`src/rtl/iram_arb_pkg.sv`:
```
// Shared constants and types for the IRAM port arbiter.
package iram_arb_pkg;

    localparam int unsigned N_CORES = 4;
    localparam int unsigned ADDR_W  = 8;
    localparam int unsigned DATA_W  = 8;
    localparam int unsigned CID_W   = $clog2(N_CORES);

    // Read-return tag travelling alongside the RAM read latency.
    typedef struct packed {
        logic             valid;
        logic [CID_W-1:0] cid;
    } tag_t;

    localparam int unsigned TAG_W = $bits(tag_t);

endpackage

```
`src/rtl/iram_port_arbiter_rr_pick.sv`:
```
// Combinational round-robin picker: first eligible core at or after ptr wins.
module rr_pick
    import iram_arb_pkg::*;
(
    input  logic [N_CORES-1:0] elig,
    input  logic [CID_W-1:0]   ptr,
    output logic [N_CORES-1:0] win_oh_c,
    output logic [CID_W-1:0]   win_idx_c,
    output logic               any_c
);

    logic [CID_W-1:0] idx;

    // Scan ptr, ptr+1, ... ; N_CORES is a power of two so CID_W wrap gives the modulo.
    always_comb begin
        win_oh_c  = '0;
        win_idx_c = '0;
        any_c     = 1'b0;
        idx       = '0;
        for (int i = 0; i < N_CORES; i++) begin
            idx = ptr + CID_W'(i);
            if (!any_c && elig[idx]) begin
                any_c          = 1'b1;
                win_idx_c      = idx;
                win_oh_c[idx]  = 1'b1;
            end
        end
    end

endmodule

```
`src/rtl/iram_port_arbiter.sv`:
```
// Round-robin arbiter sharing one single-port IRAM between the array cores.
module iram_port_arbiter
    import iram_arb_pkg::*;
#(
    parameter int unsigned RAM_LAT = 1
) (
    input  logic                      i_clk,
    input  logic                      i_rst,
    input  logic [N_CORES-1:0]        i_req_rd,
    input  logic [N_CORES-1:0]        i_req_wr,
    input  logic [N_CORES*ADDR_W-1:0] i_addr,
    input  logic [N_CORES*DATA_W-1:0] i_wdata,
    output logic [N_CORES-1:0]        o_gnt,
    output logic [N_CORES-1:0]        o_rvalid,
    output logic [DATA_W-1:0]         o_rdata,
    output logic [ADDR_W-1:0]         o_ram_addr,
    output logic [DATA_W-1:0]         o_ram_data,
    output logic                      o_ram_rden,
    output logic                      o_ram_wren,
    input  logic [DATA_W-1:0]         i_ram_q
);

    logic [N_CORES-1:0] elig_c;
    logic [N_CORES-1:0] win_oh_c;
    logic [CID_W-1:0]   win_idx_c;
    logic               any_c;
    logic [CID_W-1:0]   ptr_q;
    logic [CID_W-1:0]   cid_q;
    tag_t               tag_q [RAM_LAT];
    tag_t               tag_end;

    // A core granted this cycle is masked so its still-held request is not granted twice.
    assign elig_c  = (i_req_rd | i_req_wr) & ~o_gnt;
    assign tag_end = tag_q[RAM_LAT-1];

    rr_pick u_pick (
        .elig      (elig_c),
        .ptr       (ptr_q),
        .win_oh_c  (win_oh_c),
        .win_idx_c (win_idx_c),
        .any_c     (any_c)
    );

    // Grant and IRAM port registers; a combined rd+wr request performs only the write.
    always_ff @(posedge i_clk or posedge i_rst) begin
        if (i_rst) begin
            o_gnt      <= '0;
            o_ram_addr <= '0;
            o_ram_data <= '0;
            o_ram_rden <= 1'b0;
            o_ram_wren <= 1'b0;
            ptr_q      <= '0;
            cid_q      <= '0;
        end else begin
            o_gnt      <= win_oh_c;
            o_ram_wren <= any_c & i_req_wr[win_idx_c];
            o_ram_rden <= any_c & i_req_rd[win_idx_c] & ~i_req_wr[win_idx_c];
            cid_q      <= win_idx_c;
            if (any_c) begin
                o_ram_addr <= i_addr[32'(win_idx_c)*ADDR_W +: ADDR_W];
                o_ram_data <= i_wdata[32'(win_idx_c)*DATA_W +: DATA_W];
                ptr_q      <= win_idx_c + CID_W'(1);
            end
        end
    end

    // Tag pipeline follows the registered read enable through the RAM latency.
    always_ff @(posedge i_clk or posedge i_rst) begin
        if (i_rst) begin
            for (int i = 0; i < RAM_LAT; i++) begin
                tag_q[i] <= '0;
            end
        end else begin
            tag_q[0] <= {o_ram_rden, cid_q};
            for (int i = 1; i < RAM_LAT; i++) begin
                tag_q[i] <= tag_q[i-1];
            end
        end
    end

    // Read return: one-hot valid to the issuing core, data captured from the RAM.
    always_ff @(posedge i_clk or posedge i_rst) begin
        if (i_rst) begin
            o_rvalid <= '0;
            o_rdata  <= '0;
        end else begin
            o_rvalid <= N_CORES'(tag_end.valid) << tag_end.cid;
            if (tag_end.valid) begin
                o_rdata <= i_ram_q;
            end
        end
    end

endmodule

```
`config.mk`:
```
export PLATFORM = sky130hd
export DESIGN_NAME = iram_port_arbiter
export DESIGN_NICKNAME = d
export VERILOG_FILES = /design/src/rtl/iram_arb_pkg.sv /design/src/rtl/iram_port_arbiter_rr_pick.sv /design/src/rtl/iram_port_arbiter.sv
export SDC_FILE = /design/constraint.sdc
export NUM_CORES = 1
export LEC_CHECK = 0
export ABC_CLOCK_PERIOD_IN_PS = 4250
export BUFFER_PORTS_ARGS = -buffer_cell sky130_fd_sc_hd__clkbuf_2
export CORE_MARGIN = 2
export CORE_UTILIZATION = 25
export DETAILED_ROUTE_END_ITERATION = 8
export GPL_TIMING_DRIVEN = 0
export PLACE_DENSITY = 0.54
export SLEW_MARGIN = 20
export SYNTH_ARGS = -nofsm -noshare
export SYNTH_HDL_FRONTEND = slang
export SYNTH_SLANG_ARGS = --single-unit
export TNS_END_PERCENT = 1
```
`constraint.sdc`:
```
create_clock -name i_clk -period 4.25 [get_ports i_clk]
set_input_delay 0.85 -clock i_clk [delete_from_list [all_inputs] [get_ports i_clk]]
set_output_delay 0.85 -clock i_clk [all_outputs]
set_load 0.03 [all_outputs]
```
==> results by group <==
Job
  • Max_cap viols: 0

Power
  • Comb pwr share: 73.1%
  • Int Pwr: 1.98 mW
  • Max VDD drop: ~0.00032 V
  • P_sw: 2.20 mW
  • Leakage: approximately 1.9 nW
  • Flop pwr share: between 15 and 20%
  • Clk network pwr share: 9.6%
  • Switching Fraction: a little over half
  • Pwr/cell area: between 1000 and 1500 nW/um^2

Synth
  • Adder-cell share of the synthesized area: between 3 and 4%
  • Synth async-reset ratio: between 90% and 100%
  • Synth Area in XOR/XNOR: less than 1%
  • Seq cells post-synth: 41
  • Most frequently used flop master after synthesis: dfrtp_1
  • Synth Area per Inst: 8.67 sq um
  • Simple-Gate Fraction of Synth Area: 17.2%
  • Largest family of logic cells by synthesized area: compound AO/OA/AOI/OAI gates
  • Complex-gate fraction of the synthesized area: between 20% and 30%
  • Seq/Total Area, Yosys: 32.3%
  • EDFF count, synth: 0
  • Synthesized net count: 456
  • Mux cell area share after synthesis: between 10% and 20%
  • YS warnings: 0
  • Distinct cells, synth: between 40 and 50
  • Mapped Area: ~3200 sq um
  • Synth Instances: 366

Placed design
  • Count of input and output buffers: 115
  • Post-DP HPWL: ~8300 um
  • Worst slack, placed: around 250 ps
  • Gpl congestion: 0.863

Timing
  • Hold Violations, Final: 0
  • Hold WS: roughly 360 ps
  • Final Cycle Share: approximately 90%
  • Slew headroom: between 50% and 60%
  • Post-layout min period: ~3800 ps
  • Setup Skew: ~8.2 ps
  • Tightest Pin Transition: 682 ps
  • Post-Route Setup TNS: 0 ps
  • Final max-slew violation count: 0
  • Peak Freq: 0.262 GHz
  • Final setup viols: 0
  • Final setup margin: around 440 ps
  • RSZ-0062 raised after global routing: false

CTS
  • Skew-Pair Late Insertion Delay: 290 ps
  • Maximum clock insertion buffer count: 2
  • Clk slew on worst S/H paths: roughly 70 ps
  • H-tree levels: 2
  • CTS sink count: between 40 and 50
  • CTS buffer count: 5
  • CTS tree: done
  • CTS Root Cell: clkbuf_16

Floorplanning
  • Rows: 41
  • # IOs: 116
  • Chip width: ~120 um
  • Initial Utilization: approximately a quarter
  • Die Height: 117 um
  • Die area: between 10000 and 15000 sq um
  • Core Area: 12500 sq um

Global routing
  • Gr ovfl total: 0
  • Largest net degree at the start of global routing: 27
  • Initial antenna violation count: 0
  • First-pass GRT wire length: between 15000 and 20000 um
  • GRT Overall Usage: around 16%
  • Number of global-route vias before repair: ~3200

Worst setup path
  • Startpoint types: flip-flop
  • Worst EP required: ~4400 ps
  • Critical Path Sink Type: flip-flop
  • Max FO, Critical Path: 12
  • Critical path type: reg2reg
  • R2R setup slack: about 440 ps
  • CP Data Arrival Time: approximately 4000 ps

Routing
  • # DRC: 0
  • Routed via count: around 3300
  • Post-DRT Antenna Nets: 0
  • Drt pass-1 iters: 5
  • Vias per cell: around 5.0
  • Drt wl/cell: around 16 um
  • Drt total wl: between 10000 and 15000 um
  • Iteration-0 DRC Markers: around 250

Layout
  • Final Util: 33.1%
  • Antenna diodes: 0
  • Share of layout cells above drive strength 1: 39.3%
  • Nets: 580
  • Area growth from synthesis to final layout: 30.8%
  • Fill count: approximately 1400

Min path
  • Worst min-delay path class: reg2reg

Run status
  • Status: completed
==> layout make-up <==
class / count / area (sq um) / area share [%]
tap: 172 / 215 / 5.19
timing repair buffer: 118 / 611 / 14.7
clock inverter: 3 / 25.0 / 0.603
sequential: 41 / 1030 / 24.7
multi-input combinational: 285 / 1990 / 47.9
clock buffer: 5 / 125 / 3.02
inverter: 11 / 41.3 / 0.995
buffer: 28 / 116 / 2.80
==> power groups by stage <==
stage / combinational (mW) / sequential, mW / clock (mW)
6_report: 3.06 / 0.723 / 0.400
5_1_grt: 3.36 / 0.747 / 0.425
4_1_cts: 3.04 / 0.715 / 0.411
3_5_place_dp: 3.03 / 0.722 / 0
3_3_place_gp: 2.97 / 0.715 / 0
2_1_floorplan: 1.95 / 0.994 / 0
==> metrics by stage <==
stage | power, mW | cells | cell area (sq um)
2_1_floorplan | 2.94 | 366 | 3170
3_3_place_gp | 3.69 | 653 | 3960
3_5_place_dp | 3.75 | 654 | 3980
4_1_cts | 4.16 | 662 | 4130
5_1_grt | 4.54 | 663 | 4150
6_report | 4.18 | 663 | 4150
==> per-layer routing <==
metal  part of all wire (%)  global-route usage [%]  up-vias  wire [um]
li1                       -                       -     1617          -
met1                     44                    19.7     1590       4740
met2                     48                    26.6      108       5170
met3                    5.8                    3.22       16        626
met4                    1.8                    4.94        0        189
met5                      0                       0        -          0
==> worst paths after layout <==
path | cells past startpoint | to | from
worst max-delay path | 11 | o_ram_data[7]$_DFFE_PP0P_ | ptr_q[1]$_DFFE_PP0P_
min in group asynchronous | 2 | o_ram_addr[2]$_DFFE_PP0P_ | i_rst
worst min register to register | 0 | tag_end[1]$_DFF_PP0_ | cid_q[1]$_DFF_PP0_
worst min-delay path | 0 | tag_end[1]$_DFF_PP0_ | cid_q[1]$_DFF_PP0_
max in group asynchronous | 3 | o_rdata[4]$_DFFE_PP0P_ | i_rst
worst max register to register | 11 | o_ram_data[7]$_DFFE_PP0P_ | ptr_q[1]$_DFFE_PP0P_
==> synth_stat cells, types with 3 or more instances <==
master	instances	area (sq um)
a21oi_1	21	105
a22oi_1	18	135
a31oi_1	6	37.5
and3_1	3	18.8
buf_1	3	11.3
buf_2	9	45.0
clkbuf_1	17	63.8
dfrtp_1	41	1030
ha_1	8	100
inv_1	10	37.5
mux2_2	40	450
nand2_1	44	165
nand3_1	49	245
nor2_1	12	45.0
nor3_1	3	15.0
nor3b_1	3	22.5
o211ai_1	17	128
o21ai_0	19	95.1
o21ba_2	4	40.0
o21bai_1	3	22.5
o221ai_1	6	52.6
==> timing repair <==
item,4_1_cts,5_1_grt
hold buffers,0,0
resized for setup,0,1
endpoints found under the setup margin,0,11
buffers inserted,0,2
==> cell families after synthesis <==
logic type	after synthesis
AO/OA/AOI/OAI	113
AND/OR/NAND/NOR	119
multiplexers	44
flip-flops	41
buffers and inverters	40
adder cells (fa/ha/maj)	8
XOR/XNOR	1
==> flip-flops by register name, summed over array words and instances, names as in the netlist <==
name and cells:
o_ram_wren 1, tag_end 3, ptr_q 2, o_rdata 8, o_rvalid 4, cid_q 2
o_ram_data 8, o_ram_rden 1, o_gnt 4, o_ram_addr 8
==> critical path, cell delays in order (launching register included) <==
cell      delay, ps
dfrtp_1         600
inv_1           250
ha_1            330
buf_2           210
nor2_1          160
a221oi_4        470
o22ai_2         250
a21oi_4         310
buf_2           350
mux2_2          370
o21ai_0         250
nand3_1         110
==> placed cells by master, fill, tap and decap left out, types with 2 or more instances in the layout <==
master       n
a21oi_1     21
a22oi_1     18
a31oi_1      6
and3_1       3
buf_1        3
buf_2        9
buf_4        2
clkbuf_1    16
clkbuf_16    5
clkbuf_2   115
dfrtp_1     41
ha_1         8
inv_1        9
inv_2        2
mux2_2      40
mux4_2       2
nand2_1     44
nand3_1     49
nand4_1      2
nor2_1      12
nor3_1       3
nor3b_1      3
o211ai_1    17
o21ai_0     19
o21ba_2      4
o21bai_1     3
o21bai_2     2
o221ai_1     6
o22ai_1      2
No activity file was read; power rests on OpenSTA's default activity.
